File: src/rtl/pipe_ctrl_pkg.sv
// Shared widths, latencies and hazard helper for the pipeline controller.
package pipe_ctrl_pkg;

   localparam int unsigned MULT_LAT_DEF = 5;
   localparam int unsigned DIV_LAT_DEF  = 10;
   localparam int unsigned T_W          = 2;
   localparam int unsigned CNT_W        = 4;

   typedef logic [T_W-1:0] tcyc_t;
   typedef logic [4:0]     reg_idx_t;

   // An operand that is never read carries this Tuse, which no Tnew can exceed.
   localparam tcyc_t TUSE_UNUSED = tcyc_t'(3);

   function automatic logic src_hazard(input reg_idx_t src, input tcyc_t tuse,
                                       input reg_idx_t e_a3, input tcyc_t e_tnew,
                                       input reg_idx_t m_a3, input tcyc_t m_tnew);
      return (src != '0) &&
             (((e_a3 == src) && (tuse < e_tnew)) ||
              ((m_a3 == src) && (tuse < m_tnew)));
   endfunction

endpackage

File: src/rtl/pipe_ctrl_md_busy_cnt.sv
// MDU busy tracker: down-counter loaded on start, last start wins.
module md_busy_cnt
   import pipe_ctrl_pkg::*;
#(
   parameter int unsigned MULT_LAT = MULT_LAT_DEF,
   parameter int unsigned DIV_LAT  = DIV_LAT_DEF
) (
   input  logic clk,
   input  logic reset,
   input  logic start,
   input  logic is_div,
   output logic busy,
   output logic done
);

   localparam logic [CNT_W-1:0] MULT_LD = CNT_W'(MULT_LAT);
   localparam logic [CNT_W-1:0] DIV_LD  = CNT_W'(DIV_LAT);

   logic [CNT_W-1:0] cnt_d, cnt_q;

   always_comb begin
      cnt_d = cnt_q;
      if (start) begin
         cnt_d = is_div ? DIV_LD : MULT_LD;
      end else if (cnt_q != '0) begin
         cnt_d = cnt_q - CNT_W'(1);
      end
   end

   always_ff @(posedge clk or posedge reset) begin
      if (reset) begin
         cnt_q <= '0;
      end else begin
         cnt_q <= cnt_d;
      end
   end

   assign busy = (cnt_q != '0);
   assign done = (cnt_q == CNT_W'(1));

endmodule

File: src/rtl/pipe_ctrl.sv
// Hazard detection and stage-register control for the five-stage pipeline.
module pipe_ctrl
   import pipe_ctrl_pkg::*;
#(
   parameter int unsigned MULT_LAT = MULT_LAT_DEF,
   parameter int unsigned DIV_LAT  = DIV_LAT_DEF
) (
   input  logic       clk,
   input  logic       reset,
   input  logic [4:0] D_rs,
   input  logic [4:0] D_rt,
   input  logic [1:0] D_Tuse_rs,
   input  logic [1:0] D_Tuse_rt,
   input  logic       D_isMD,
   input  logic [4:0] E_A3,
   input  logic [4:0] M_A3,
   input  logic [1:0] E_Tnew,
   input  logic [1:0] M_Tnew,
   input  logic       E_start,
   input  logic       E_isDiv,
   output logic       PC_en,
   output logic       FD_en,
   output logic       DE_en,
   output logic       EM_en,
   output logic       MW_en,
   output logic       DE_reset,
   output logic       EM_reset,
   output logic       MW_reset,
   output logic       E_busy,
   output logic       E_done
);

   logic stall_rs, stall_rt, stall_md, stall;

   md_busy_cnt #(
      .MULT_LAT(MULT_LAT),
      .DIV_LAT (DIV_LAT)
   ) u_md_busy_cnt (
      .clk   (clk),
      .reset (reset),
      .start (E_start),
      .is_div(E_isDiv),
      .busy  (E_busy),
      .done  (E_done)
   );

   always_comb begin
      stall_rs = src_hazard(D_rs, D_Tuse_rs, E_A3, E_Tnew, M_A3, M_Tnew);
      stall_rt = src_hazard(D_rt, D_Tuse_rt, E_A3, E_Tnew, M_A3, M_Tnew);
      stall_md = D_isMD && (E_busy || E_start);
      // Stage registers clear themselves during reset, so no stall is raised then.
      stall    = (stall_rs || stall_rt || stall_md) && !reset;
   end

   always_comb begin
      PC_en    = !stall;
      FD_en    = !stall;
      DE_en    = 1'b1;
      EM_en    = 1'b1;
      MW_en    = 1'b1;
      DE_reset = stall;
      EM_reset = 1'b0;
      MW_reset = 1'b0;
   end

endmodule

File: config.mk
export PLATFORM = sky130hd
export DESIGN_NAME = pipe_ctrl
export DESIGN_NICKNAME = d
export VERILOG_FILES = /design/src/rtl/pipe_ctrl_pkg.sv /design/src/rtl/pipe_ctrl_md_busy_cnt.sv /design/src/rtl/pipe_ctrl.sv
export SDC_FILE = /design/constraint.sdc
export NUM_CORES = 1
export LEC_CHECK = 0
export CAP_MARGIN = 20
export CORE_MARGIN = 5
export CORE_UTILIZATION = 36
export DETAILED_ROUTE_END_ITERATION = 16
export PLACE_DENSITY = 0.79
export SETUP_SLACK_MARGIN = 0.4
export SLEW_MARGIN = 40
export SYNTH_ARGS = -nofsm -noshare
export SYNTH_HDL_FRONTEND = slang
export SYNTH_HIERARCHICAL = 1
export SYNTH_SLANG_ARGS = --single-unit
File: constraint.sdc
create_clock -name clk -period 2.3 [get_ports clk]
set_clock_uncertainty 0.2 [all_clocks]
set_input_delay 0.46 -clock clk [delete_from_list [all_inputs] [get_ports clk]]
set_output_delay 0.46 -clock clk [all_outputs]
set_load 0.005 [all_outputs]
== After elaboration in Yosys (flattened, before gate mapping) ==
Cells that the tools add are included.
Word-level totals
  memories: 0
  register bits: 4
  ROM bits: 0
  word-level logic and storage cells: 33
  output and inout port bits: 10
  bits in writable memories: 0
  latch bits: 0
Cells by class
  bitwise gates (word level): 0
  mux-type cells: 3
  $mul: 0
  $add $sub $neg: 1
  divide/modulo/power cells: 0
  $lt $le $gt $ge: 4
  eq/ne operators: 5
  reductions and logical operators: 19
  shift operators: 0
Operators with widths (count)
  $eq A5 B5 Y1: 4
  $mux W4: 3
  $reduce_bool A5 Y1: 2
  $logic_and A1 B1 Y1: 8
  $lt A2 B2 Y1: 4
  $logic_or A1 B1 Y1: 5
  $eq A4 B1 Y1 const B: 1
  $reduce_bool A4 Y1: 1
  $sub A4 B1 Y4 const B: 1
  $logic_not A1 Y1: 2
  $reduce_bool A2 Y1: 1

== Logic depth before layout (Yosys ltp) ==
  depth in word-level cells: 8
  gate-level depth with buffers: 7
  gate-level depth less buffers: 6

== Hierarchy ==
Netlist, hierarchy kept.
Modules (own cells, without submodules)
  pipe_ctrl: times used 1, cells each 58, area an instance 422.9 um2, sequential area each 0.0 um2
  md_busy_cnt: times used 1, cells each 24, area an instance 265.3 um2, sequential area each 100.1 um2

== Worst setup path after synthesis ==
Ideal clock, no wire load.
  path type: reg2out
  from: register u_md_busy_cnt.cnt_q[0]
  to: output PC_en
  arrival time: 1.492 ns
  stages on the path, launching flop included: 8
  buffers on the path: 1
  path slack: 0.148 ns
  required time: 1.640 ns
  cell sequence: dfrtp_1 inv_1 ha_1 nor3b_4 inv_1 o21ai_0 a31o_1 buf_4
On the way
  cells in the longest elaborated chain, start to end: 6
Ends and longest elaborated chain
  start: declaration: line pipe_ctrl_md_busy_cnt.sv:19  | logic [CNT_W-1:0] cnt_d, cnt_q;
  start signal: assignment: line pipe_ctrl_md_busy_cnt.sv:34  | cnt_q <= cnt_d;
  $reduce_bool A4 Y1: line pipe_ctrl_md_busy_cnt.sv:38  | assign busy = (cnt_q != '0);
  via E_busy: line pipe_ctrl.sv:29  | output logic E_busy,
  $logic_or A1 B1 Y1: line pipe_ctrl.sv:50  | stall_md = D_isMD && (E_busy || E_start);
  $logic_and A1 B1 Y1: line pipe_ctrl.sv:50
  $logic_or A1 B1 Y1: line pipe_ctrl.sv:52  | stall = (stall_rs || stall_rt || stall_md) && !reset;
  $logic_and A1 B1 Y1: line pipe_ctrl.sv:52
  $logic_not A1 Y1
  end: declaration: line pipe_ctrl.sv:21  | output logic PC_en,
The timed path passes the listed nets, and every way through them passes these cells.

== Final worst setup path ==
  from: input D_rt[3]
  to: output FD_en
On the way
  cells in the longest elaborated chain, start to end: 8
  elaborated cells between the ends (all ways): 11
  those cells by class: eq/ne (2); reduce/logical (9)
Ends and longest elaborated chain
  start: declaration: line pipe_ctrl.sv:11  | input logic [4:0] D_rt,
  $eq A5 B5 Y1, on equally long branches: line pipe_ctrl_pkg.sv:19, pipe_ctrl_pkg.sv:20
  $logic_and A1 B1 Y1, on equally long branches: line pipe_ctrl_pkg.sv:19, pipe_ctrl_pkg.sv:20
  $logic_or A1 B1 Y1: line pipe_ctrl_pkg.sv:19  | (((e_a3 == src) && (tuse < e_tnew)) ||
  $logic_and A1 B1 Y1 (*): line pipe_ctrl_pkg.sv:18  | return (src != '0) &&
  $logic_or A1 B1 Y1 (*) (2 in series): line pipe_ctrl.sv:52
  $logic_and A1 B1 Y1 (*): line pipe_ctrl.sv:52
  $logic_not A1 Y1 (*): line pipe_ctrl.sv:57  | FD_en = !stall;
  end: declaration: line pipe_ctrl.sv:22  | output logic FD_en,
Mark *: on every way between the ends. The rest lies on a longest branch, timed or not.

==> impl_metrics.py <==
metrics = {
    "outcome": {
        "run_status": "complete, but fails checks",
        "violations": "negative setup slack",
    },
    "synth": {
        "avgSynthCellArea_um2": 8.39,
        "synth_seq_cells": 4,
        "synth_top_area_cell": "xor2_1",
        "synthTopCellsByArea": "xor2_1 (23%), dfrtp_1 (15%), ha_1 (13%)",
        "synth_common_cells": "xor2_1 (18), inv_1 (8), ha_1 (7)",
        "synth-main-ff-cell": "dfrtp_1",
        "syn_inst": 82,
        "netlist_area_um2": 688,
        "synth.most_common_cell": "xor2_1",
        "synth_edf_count": 0,
        "yosysTopAreaCellShare": 0.229,
        "yosysUniqueCellTypes": 25,
        "ys.warnings.count": 6,
        "yosysSeqAreaShare": 0.145,
        "ys_async_sr_fraction": 1.00,
    },
    "routing": {
        "vias": 792,
        "route.detailed.drc": 0,
        "wire_per_inst_um": 15.6,
        "ant_nets": 0,
        "firstDrtPassIters": 4,
        "routed_via_density": 4.86,
        "wl_mm": 2.54,
        "drtIter0Drc": 15,
    },
    "worst_setup_path": {
        "crit_path_max_incr_delay_ps": 330,
        "cpMaxStageDelayCell": "nor4_2",
        "r2r_cells": 7,
        "crit_type": "in2out",
        "path_cells": "buf_8, xor2_2, nor4_2, nand3_1, o2bb2ai_2, a31o_1, buf_2",
        "crit_arrival_ps": 1720,
        "rrSetupSlack_ps": 610,
        "cp_max_fo": 3,
        "cp-start-kind": "primary input",
        "critPathCaptureType": "primary output",
        "crit_required_ps": 1640,
    },
    "sta": {
        "finalSetupViolCount": 3,
        "timing.final.crit_period_ps": 2380,
        "drv_slew": 0,
        "rsz0062_at_grt": "yes",
        "setup_tns_ps": -211,
        "layout_setup_ws_ps": -81.5,
        "hold_slack_ps": 278,
        "timing_hold_violations_final": 0,
        "fmax_mhz": 420,
        "fin_crit_sh": 1.04,
    },
    "cells_and_area": {
        "biggestRegsByFlops": "u_md_busy_cnt/cnt_q x4",
        "largest_reg_flops": 4,
        "largest-register": "u_md_busy_cnt/cnt_q",
        "syn_to_final_growth_pct": 89.5,
        "nFillCells": 134,
        "layout-drive-gt1-share": 0.514,
        "nNetsFinal": 180,
        "diodes": 0,
        "stdcell_area_um2": 1300,
    },
    "grt": {
        "groute.usage.overall": 0.185,
        "grt_overflow": 0,
        "grt_max_degree": 6,
        "grt_pass1_vias": 859,
        "grt_first_pass_wirelength_mm": 3.86,
        "antenna_found_initial": 0,
    },
    "place": {
        "gp_congestion": 0.882,
        "place_area_um2": 1170,
        "pre_cts_ws_ps": -874,
        "dpl.hpwl_mm": 2.01,
        "port_buffers": 37,
    },
    "power": {
        "p_leak_nw": 0.593,
        "finalPower_w": 0.000473,
        "powerDensity_nw_per_um2": 363,
        "peakVddDrop_mv": 0.223,
    },
    "floorplan": {
        "ios": 43,
        "start_util": 0.390,
        "die-area_um2": 2890,
        "die_w_um": 53.7,
        "die_y_um": 53.7,
        "rows": 15,
        "core-area_um2": 1760,
    },
    "clock_tree": {
        "cts_tree": "done",
        "clockBufferDepth": 2,
        "cts_buffers": 3,
        "cts_sinks": 4,
        "htreeDepth": 1,
        "cts_root_buf": "clkbuf_4",
        "clk_latency_ps": 240,
        "clkTransAtPathRegs_ps": 40,
    },
    "hold_path": {
        "min_path_type": "in2async",
    },
    "flow_run": {
        "drv_cap": 0,
    },
}
==> cells in the final DEF (no fill, tap or decap), types with 2 or more instances in the layout <==
master and instances:
buf_2 14, ha_4 3, xnor2_1 4, xor2_2 5, clkdlybuf4s15_2 2, inv_1 3
clkdlybuf4s50_1 5, buf_6 12, buf_4 16, conb_1 5, nand3_1 3, o2bb2ai_2 2
inv_2 5, nor2_1 4, dfrtp_1 4, ha_1 4, o21a_1 2, or4_1 2
xor2_1 13, o21ai_1 5, nor4_2 3, dlygate4sd2_1 6, clkbuf_4 3
==> routing by layer <==
metal,routed length (µm),up-vias,GRT usage
li1,-,384,-
met1,1020,385,0.210
met2,1430,21,0.367
met3,84,2,0.0194
met4,6,0,0.0255
met5,0,-,0
==> power breakdown <==
part           internal [W]   total, W  switching (W)
logic              0.000162   0.000291       0.000128
registers         0.0000826  0.0000946      0.0000120
clock network     0.0000584  0.0000881      0.0000297
==> final cells by class <==
class / instances / area (µm²) / share of cell area
multi-input combinational: 67 / 654 / 0.502
timing repair buffer: 56 / 465 / 0.357
sequential: 4 / 100 / 0.0768
tap: 25 / 31.3 / 0.0240
inverter: 8 / 30.0 / 0.0230
clock buffer: 3 / 22.5 / 0.0173
==> through the flow <==
step,cells,utilization
3_3_place_gp,156,0.662
6_report,163,0.739
4_1_cts,161,0.709
5_1_grt,163,0.739
2_1_floorplan,85,-
3_5_place_dp,156,0.662
==> critical path, delay by kind of cell <==
family,cells,cell delay [ps]
xor+xnor,1,170
buf+inv,2,220
simple gates,2,490
compound gates,2,380
==> cells by family after synthesis <==
logic type | share of synthesized area
and+or+nand+nor | 0.173
DFF | 0.145
xor gates and xnor gates | 0.280
other | 0.0109
muxes | 0.0309
adders and majority gates | 0.127
AOI/OAI and AO/OA | 0.124
buffers and inverters | 0.109
==> path summary, 6_finish.rpt <==
path | startpoint | endpoint
max | D_rt[3] | FD_en
min reg2reg | u_md_busy_cnt/cnt_q[3] | u_md_busy_cnt/cnt_q[3]
max in group asynchronous | reset | u_md_busy_cnt/cnt_q[1]
max reg2reg | u_md_busy_cnt/cnt_q[1] | u_md_busy_cnt/cnt_q[1]
min | reset | u_md_busy_cnt/cnt_q[3]
min in group clk | u_md_busy_cnt/cnt_q[3] | u_md_busy_cnt/cnt_q[3]
==> what timing repair did <==
item                                   in CTS  in global routing
resized for setup                         141                 15
buffers inserted                            2                  2
pin swaps                                  21                  7
setup endpoints to repair                   5                  5
endpoints found under the hold margin       0                  0
hold buffers                                0                  0
Power figures use the tool's default switching activity.
